`src/rtl/fetch_pkg.sv`:
```
// fetch_pkg: shared definitions for the instruction-fetch controller.
//   fetch_state_e  - fetch FSM state encoding (StRun/StStall/StHalt)
//   OPC_JUMP       - 5-bit opcode of the jump instruction (word bits [15:11])
//   *_DEF          - default widths and bubble word used by fetch_sequencer
package fetch_pkg;

    localparam int unsigned ADDR_W_DEF   = 8;
    localparam int unsigned INSTR_W_DEF  = 16;
    localparam logic [15:0] NOP_WORD_DEF = 16'h0000;
    localparam logic [4:0]  OPC_JUMP     = 5'b10101;

    typedef enum logic [1:0] {
        StRun   = 2'd0,
        StStall = 2'd1,
        StHalt  = 2'd2
    } fetch_state_e;

endpackage

```
`src/rtl/jump_predecode.sv`:
```
// jump_predecode: combinational recognition of a jump word.
//   instr_i   - instruction word from instruction memory
//   is_jump_o - opcode field (top 5 bits) equals OPC_JUMP
//   target_o  - jump target, the low ADDR_W bits of the word
module jump_predecode
    import fetch_pkg::*;
#(
    parameter int unsigned ADDR_W  = ADDR_W_DEF,
    parameter int unsigned INSTR_W = INSTR_W_DEF
) (
    input  logic [INSTR_W-1:0] instr_i,
    output logic               is_jump_o,
    output logic [ADDR_W-1:0]  target_o
);

    assign is_jump_o = (instr_i[INSTR_W-1 -: 5] == OPC_JUMP);
    assign target_o  = instr_i[ADDR_W-1:0];

endmodule

```
`src/rtl/fetch_sequencer.sv`:
```
// fetch_sequencer: instruction-fetch controller for the 16-bit pipeline.
// Owns the PC, addresses the combinational instruction memory and loads the
// IF/ID register. Edge priority: halt > redirect > stall > normal fetch.
// Ports:
//   clk, rst_n          - clock (rising edge), asynchronous active-low reset
//   imem_addr/imem_data - instruction memory address (= pc) and returned word
//   stall_i             - hold pc and IF/ID
//   redirect_i/_pc_i    - execute-stage jump resolution and its target
//   halt_i              - stop fetching until reset
//   ifid_*              - IF/ID instruction, address, valid, predecode-taken flag
//   flush_idex_o        - squash ID/EX this cycle
//   state_o             - current FSM state (0 RUN, 1 STALL, 2 HALT)
//   bubble_cnt          - saturating count of bubbles loaded into IF/ID
// Build option: define FETCH_PREDECODE_EN to follow jump words in the fetch
// stage (pc <- target, ifid_pred_taken=1); otherwise ifid_pred_taken is 0.
module fetch_sequencer
    import fetch_pkg::*;
#(
    parameter int unsigned        ADDR_W   = ADDR_W_DEF,
    parameter int unsigned        INSTR_W  = INSTR_W_DEF,
    parameter logic [ADDR_W-1:0]  RESET_PC = '0,
    parameter logic [INSTR_W-1:0] NOP_WORD = NOP_WORD_DEF
) (
    input  logic               clk,
    input  logic               rst_n,
    output logic [ADDR_W-1:0]  imem_addr,
    input  logic [INSTR_W-1:0] imem_data,
    input  logic               stall_i,
    input  logic               redirect_i,
    input  logic [ADDR_W-1:0]  redirect_pc_i,
    input  logic               halt_i,
    output logic [INSTR_W-1:0] ifid_instr,
    output logic [ADDR_W-1:0]  ifid_pc,
    output logic               ifid_valid,
    output logic               ifid_pred_taken,
    output logic               flush_idex_o,
    output logic [1:0]         state_o,
    output logic [15:0]        bubble_cnt
);

    fetch_state_e       state_q, state_d;
    logic [ADDR_W-1:0]  pc_q, pc_d;
    logic [INSTR_W-1:0] ifid_instr_q, ifid_instr_d;
    logic [ADDR_W-1:0]  ifid_pc_q, ifid_pc_d;
    logic               ifid_valid_q, ifid_valid_d;
    logic               ifid_pred_q, ifid_pred_d;
    logic [15:0]        bubble_cnt_q, bubble_cnt_d;
    logic               load_bubble;
    logic               pred_jump;
    logic [ADDR_W-1:0]  pred_target;

`ifdef FETCH_PREDECODE_EN
    logic is_jump;

    jump_predecode #(
        .ADDR_W  (ADDR_W),
        .INSTR_W (INSTR_W)
    ) u_jump_predecode (
        .instr_i   (imem_data),
        .is_jump_o (is_jump),
        .target_o  (pred_target)
    );

    // Only taken on a plain fetch in RUN; the redirect/stall/halt paths
    // below already take precedence in the next-state chain.
    assign pred_jump = is_jump && (state_q == StRun);
`else
    assign pred_jump   = 1'b0;
    assign pred_target = '0;
`endif

    always_comb begin
        state_d      = state_q;
        pc_d         = pc_q;
        ifid_instr_d = ifid_instr_q;
        ifid_pc_d    = ifid_pc_q;
        ifid_valid_d = ifid_valid_q;
        ifid_pred_d  = ifid_pred_q;
        bubble_cnt_d = bubble_cnt_q;
        load_bubble  = 1'b0;

        if (state_q == StHalt) begin
            // Frozen until reset; stall and redirect are ignored.
        end else if (halt_i) begin
            state_d     = StHalt;
            load_bubble = 1'b1;
        end else if (redirect_i) begin
            state_d     = StRun;
            pc_d        = redirect_pc_i;
            load_bubble = 1'b1;
        end else if (stall_i) begin
            state_d = StStall;
        end else begin
            state_d      = StRun;
            ifid_instr_d = imem_data;
            ifid_pc_d    = pc_q;
            ifid_valid_d = 1'b1;
            ifid_pred_d  = pred_jump;
            pc_d         = pred_jump ? pred_target : pc_q + ADDR_W'(1);
        end

        if (load_bubble) begin
            ifid_instr_d = NOP_WORD;
            ifid_pc_d    = pc_q;
            ifid_valid_d = 1'b0;
            ifid_pred_d  = 1'b0;
            if (bubble_cnt_q != 16'hFFFF) begin
                bubble_cnt_d = bubble_cnt_q + 16'd1;
            end
        end
    end

    always_ff @(posedge clk or negedge rst_n) begin
        if (!rst_n) begin
            state_q      <= StRun;
            pc_q         <= RESET_PC;
            ifid_instr_q <= NOP_WORD;
            ifid_pc_q    <= '0;
            ifid_valid_q <= 1'b0;
            ifid_pred_q  <= 1'b0;
            bubble_cnt_q <= '0;
        end else begin
            state_q      <= state_d;
            pc_q         <= pc_d;
            ifid_instr_q <= ifid_instr_d;
            ifid_pc_q    <= ifid_pc_d;
            ifid_valid_q <= ifid_valid_d;
            ifid_pred_q  <= ifid_pred_d;
            bubble_cnt_q <= bubble_cnt_d;
        end
    end

    assign imem_addr       = pc_q;
    assign ifid_instr      = ifid_instr_q;
    assign ifid_pc         = ifid_pc_q;
    assign ifid_valid      = ifid_valid_q;
    assign ifid_pred_taken = ifid_pred_q;
    assign flush_idex_o    = redirect_i && (state_q != StHalt);
    assign state_o         = state_q;
    assign bubble_cnt      = bubble_cnt_q;

endmodule

```
`config.mk`:
```
export PLATFORM = sky130hd
export DESIGN_NAME = fetch_sequencer
export DESIGN_NICKNAME = d
export VERILOG_FILES = /design/src/rtl/fetch_pkg.sv /design/src/rtl/jump_predecode.sv /design/src/rtl/fetch_sequencer.sv
export SDC_FILE = /design/constraint.sdc
export NUM_CORES = 1
export LEC_CHECK = 0
export CORE_MARGIN = 2
export CORE_UTILIZATION = 45
export DETAILED_ROUTE_END_ITERATION = 8
export PLACE_DENSITY = 0.84
export RECOVER_POWER = 100
export REMOVE_ABC_BUFFERS = 1
export SLEW_MARGIN = 15
export SYNTH_ARGS = -nofsm -noshare
export SYNTH_HDL_FRONTEND = slang
export SYNTH_SLANG_ARGS = --single-unit
```
`constraint.sdc`:
```
create_clock -name clk -period 2.1 [get_ports clk]
set_input_delay 0.42 -clock clk [delete_from_list [all_inputs] [get_ports clk]]
set_output_delay 0.42 -clock clk [all_outputs]
set_load 0.01 [all_outputs]
```
* Word-level counts from Yosys, hierarchy flattened *
Index checks and enable logic that the tools add are counted.

cells by class
  add/subtract/negate cells = 2
  eq/ne operators = 8
  mux-type cells = 28
  bitwise gates (word level) = 2
  reduce and logical (&&, ||, !) cells = 4

operator list
  operator               number
  $mux 16                5
  $mux 8                 7
  $add 16x1->16 const B  1
  $ne 16x16->1 const B   1
  $mux 1                 15
  $add 8x1->8 const B    1
  $ne 2x1->1 const B     4
  $ne 2x2->1 const B     2
  $reduce_and 4->1       1
  $reduce_and 3->1       1
  $eq 2x2->1 const B     1
  $mux 2                 1
  $not 1->1              2
  $reduce_and 2->1       1
  $logic_and 1x1->1      1

word-level totals
  register bits = 52
  output and inout port bits = 53
  logic and storage cells = 51

* Longest topological paths before layout *
Gate-level depths: netlist of the first run.

  depth after elaboration = 5
  depth in mapped cells = 6

* Worst setup path before layout of the first run *
OpenSTA, ideal clock, no wires.

  kind = reg-to-reg
  from = register bubble_cnt_q[0] (netlist: bubble_cnt[0])
  to = register bubble_cnt_q[1] (netlist: bubble_cnt[1])
  setup time = 0.125 ns
  data arrival time = 1.738 ns
  data required time = 1.975 ns
  setup slack = 0.237 ns
  stages on the path, launching flop included = 7
  period minus slack after synthesis = 1.863 ns
  cells stage by stage = dfrtp_1 -> ha_1 -> nand4_1 -> or4_4 -> buf_6 -> nand2_2 -> mux2_4

between the ends
  word-level cells in the longest chain between the ends = 2
  elaborated cells between the ends (all ways) = 3
  classes of those cells = add/sub: 1; eq/ne: 1; reduce/logical: 1

RTL lines
  item                                                                   RTL line                RTL
  from (decl)                                                            fetch_sequencer.sv:47   logic [15:0] bubble_cnt_q, bubble_cnt_d;
  from (signal assigned)                                                 fetch_sequencer.sv:129  bubble_cnt_q <= bubble_cnt_d;
  parallel branches: the longest is 2 deep, another holds $add 16x1->16  -

Parallel ways; which one is timed is not known.
A chain may end at the register's enable or synchronous reset.

* Worst setup path after layout of the first run *
Ends and elaborated chain as after synthesis.

==> flow_metrics.env, run 1 <==
export IMPL_status="finished clean"
export IMPL_cp_arrival_ns=2.18
export IMPL_max_cap_violations=0
export IMPL_final_cell_area_mm2=0.003288
export IMPL_power_density_mw_per_mm2=531.0
export IMPL_crit_buf_inv=0
export IMPL_track_usage_pct=19.63
export IMPL_rrSetupSlack_ns=0.11
export IMPL_relSlewSlack_pct=18.70
export IMPL_reg2reg_to="bubble_cnt[1]$_DFFE_PN0P_"
export IMPL_register_area_mm2=0.001276
export IMPL_grt_pass1_vias=1720
export IMPL_grt_pass1_wl_um=8418
export IMPL_cp_top_family="simple AND/OR/NAND/NOR gates"
export IMPL_port_buffers=80
export IMPL_die_area_mm2=0.005690
export IMPL_first_pass_iters=4
export IMPL_post_cts_setup_buffer_count=0
export IMPL_setup_viol_count_final=0
export IMPL_clock_latency_ns=0.30
export IMPL_yosys_register_bits=51
export IMPL_fin_worst_skew_ns=0.005093
export IMPL_rows=25
export IMPL_die_w_um=75.43
export IMPL_path_class="flip-flop to flip-flop"
export IMPL_vias=1921
export IMPL_slowest_delay_ns=0.59
export IMPL_areaGrowthSynthToFinish_pct=43.22
export IMPL_max_freq_mhz=503.6
export IMPL_path_max_fanout=8
export IMPL_crit_path_end_kind="flip-flop"
export IMPL_cts_sinks=51
export IMPL_htreeDepth=2
export IMPL_wl_um=5412
export IMPL_clk_pin_slew_ns=0.09
export IMPL_gr_total_overflow=0
export IMPL_drc_errors=0
export IMPL_hp_class="primary input to asynchronous set/reset pin"
export IMPL_vdd_drop_max_mv=0.4189
export IMPL_nNetsFinal=321
export IMPL_final_setup_tns_ns=0
export IMPL_cp_start_kind="flip-flop"
export IMPL_synth_cell_types=38
export IMPL_drive_above_1_share_pct=9.622
export IMPL_path_cells="ha_1 -> nand4_1 -> or4_4 -> nand2_1 -> mux2_4"
export IMPL_io_pins=82
export IMPL_power_leakage_nw=1.621
export IMPL_nFillCells=409
export IMPL_antenna_found_initial=0
export IMPL_antenna_cells=0
export IMPL_ys_seq_area_share_pct=55.59
export IMPL_cts_buffers=5
export IMPL_final_max_slew_viol_count=0
export IMPL_post_route_period_util_pct=94.55
export IMPL_die_h_um=75.43
export IMPL_cts_max_path_buffers=2
export IMPL_required_ns=2.29
export IMPL_hpwlAfterDp_um=3921
export IMPL_wl_per_cell_um=15.12
export IMPL_fin_crit_ns=1.986
export IMPL_worst_pin_slew_ns=1.220
export IMPL_cts_root_buf="clkbuf_8"
export IMPL_initial_core_util_pct=47.66
export IMPL_rsz0062_at_grt="false"
export IMPL_rr_worst_depth=5
export IMPL_cts_tree="done"
export IMPL_dpl_cell_area_mm2=0.003217
export IMPL_synthCells=203
export IMPL_syn_area_mm2=0.002296
export IMPL_grt_max_degree=52
export IMPL_multiInputGateArea_um2=954.7
export IMPL_rr_startpoint="bubble_cnt[0]$_DFFE_PN0P_"
export IMPL_slowest_stage="or4_4"
export IMPL_ys_warn_count=0
export IMPL_hold_viol_final=0
export IMPL_first_iter_violations=101
export IMPL_viasPerCell=5.366
export IMPL_core_mm2=0.004817
export IMPL_avgSynthCellArea_um2=11.31
export IMPL_detail_route_antenna_nets=0
export IMPL_gp_congestion=0.8081
-- routing by layer --
layer	global-route usage, %	part of all wire, %
met1	25.81	43
met2	31.30	47
met3	5.026	6.8
met4	7.602	2.6
met5	0	0
-- how the worst max path moves through the flow --
stage,cells after the start,from,end
floorplan,5,bubble_cnt[0]$_DFFE_PN0P_,bubble_cnt[1]$_DFFE_PN0P_
finish,5,bubble_cnt[0]$_DFFE_PN0P_,bubble_cnt[1]$_DFFE_PN0P_
global route,5,bubble_cnt[0]$_DFFE_PN0P_,bubble_cnt[1]$_DFFE_PN0P_
global placement,3,redirect_i,flush_idex_o
CTS,3,redirect_i,flush_idex_o
detailed placement,5,redirect_i,ifid_pc[1]$_DFFE_PN0P_
-- Yosys cell counts, drive strengths merged --
master / instances / area, um^2
a21o: 1 / 7.510
a21oi: 7 / 35.03
a22o: 17 / 148.9
a22oi: 1 / 7.510
a31oi: 1 / 6.260
and2: 3 / 18.77
and3: 5 / 32.53
and4: 5 / 43.79
buf: 5 / 36.28
clkbuf: 4 / 15.01
conb: 1 / 3.750
dfrtp: 51 / 1276
ha: 2 / 25.02
inv: 2 / 7.510
mux2: 9 / 105.1
mux2i: 1 / 10.01
nand2: 13 / 51.30
nand2b: 4 / 25.02
nand3: 12 / 60.06
nand4: 9 / 62.56
nand4b: 1 / 8.760
nor2: 13 / 51.30
nor2b: 1 / 6.260
nor3: 5 / 25.02
nor4: 4 / 25.02
o21a: 2 / 15.01
o21ai: 8 / 43.79
o22a: 2 / 17.52
or4: 1 / 11.26
xnor2: 13 / 113.9
-- per-stage QoR --
stage	setup slack [ns]	util [%]	hold slack [ns]	total power, mW	cells
final	0.1144	68.26	0.4382	1.746	358
after floorplan	0.2915	-	0.1244	1.009	194
after detailed placement	0.04266	66.78	0.4821	1.091	350
after global routing	0.02624	68.26	0.5195	1.811	358
after CTS	0.02339	69.12	0.2321	1.773	358
after global placement	0.02913	66.78	0.4652	1.090	350
-- cells by family after synthesis --
logic type | count (synthesis) | share of synthesized area [%]
simple gates | 76 | 18.36
mux | 10 | 5.014
buf+inv | 11 | 2.561
compound gates | 39 | 12.26
flops | 51 | 55.59
fa+ha+maj | 2 | 1.090
other cells | 1 | 0.1633
xor+xnor | 13 | 4.959
-- cell type report --
cell class / instances / share of cell area (%)
Inverter: 2 / 0.2283
Tap cell: 67 / 2.549
Timing Repair Buffer: 89 / 25.95
Multi-Input combinational cell: 141 / 29.03
Clock buffer: 5 / 2.093
Sequential cell: 51 / 38.81
Clock inverter: 3 / 1.332
-- power breakdown --
group | internal, mW | switching [mW] | total (mW)
clock | 0.355 | 0.322 | 0.677
combinational | 0.0502 | 0.0371 | 0.0873
sequential | 0.981 | 0 | 0.981
-- worst register-to-register path: cells and delay by family, from the launching register on --
kind | cells | cell delay, ns
fa+ha+maj | 1 | 0.26
simple gates | 3 | 0.88
flops | 1 | 0.44
mux | 1 | 0.31
-- placed cells by master (no fill, tap or decap), types with 4 or more instances in the layout --
cell / instances
a21oi_1: 7
a22o_1: 17
and3_1: 4
and4_1: 5
clkbuf_8: 5
clkdlybuf4s50_1: 26
dfrtp_1: 51
dlygate4sd3_1: 52
mux2_2: 8
nand2_1: 13
nand3_1: 12
nand4_1: 8
nor2_1: 13
nor3_1: 5
nor4_1: 4
o21ai_0: 8
xnor2_1: 13
-- state kept, by name, indices dropped and copies added (netlist names) --
register / flops
ifid_valid: 1
imem_addr: 8
bubble_cnt: 16
state_o: 2
ifid_instr: 16
ifid_pc: 8
-- what timing repair did --
action	4_1_cts	5_1_grt
gates resized for setup	0	2
hold buffers	0	0
setup endpoints to repair	0	1
Note: power is estimated with default switching activity, not from simulation.
==> inputs of run 2 (changes only) <==
- SETUP_SLACK_MARGIN: default -> 0.02
==> results of run 2 <==
No change in the layout: final DEF, timing and power equal those of run 1.
==> inputs of run 3 (changes only) <==
- SKIP_CTS_REPAIR_TIMING: default -> 1
==> results of run 3 <==
No change in the layout: final DEF, timing and power equal those of run 1.
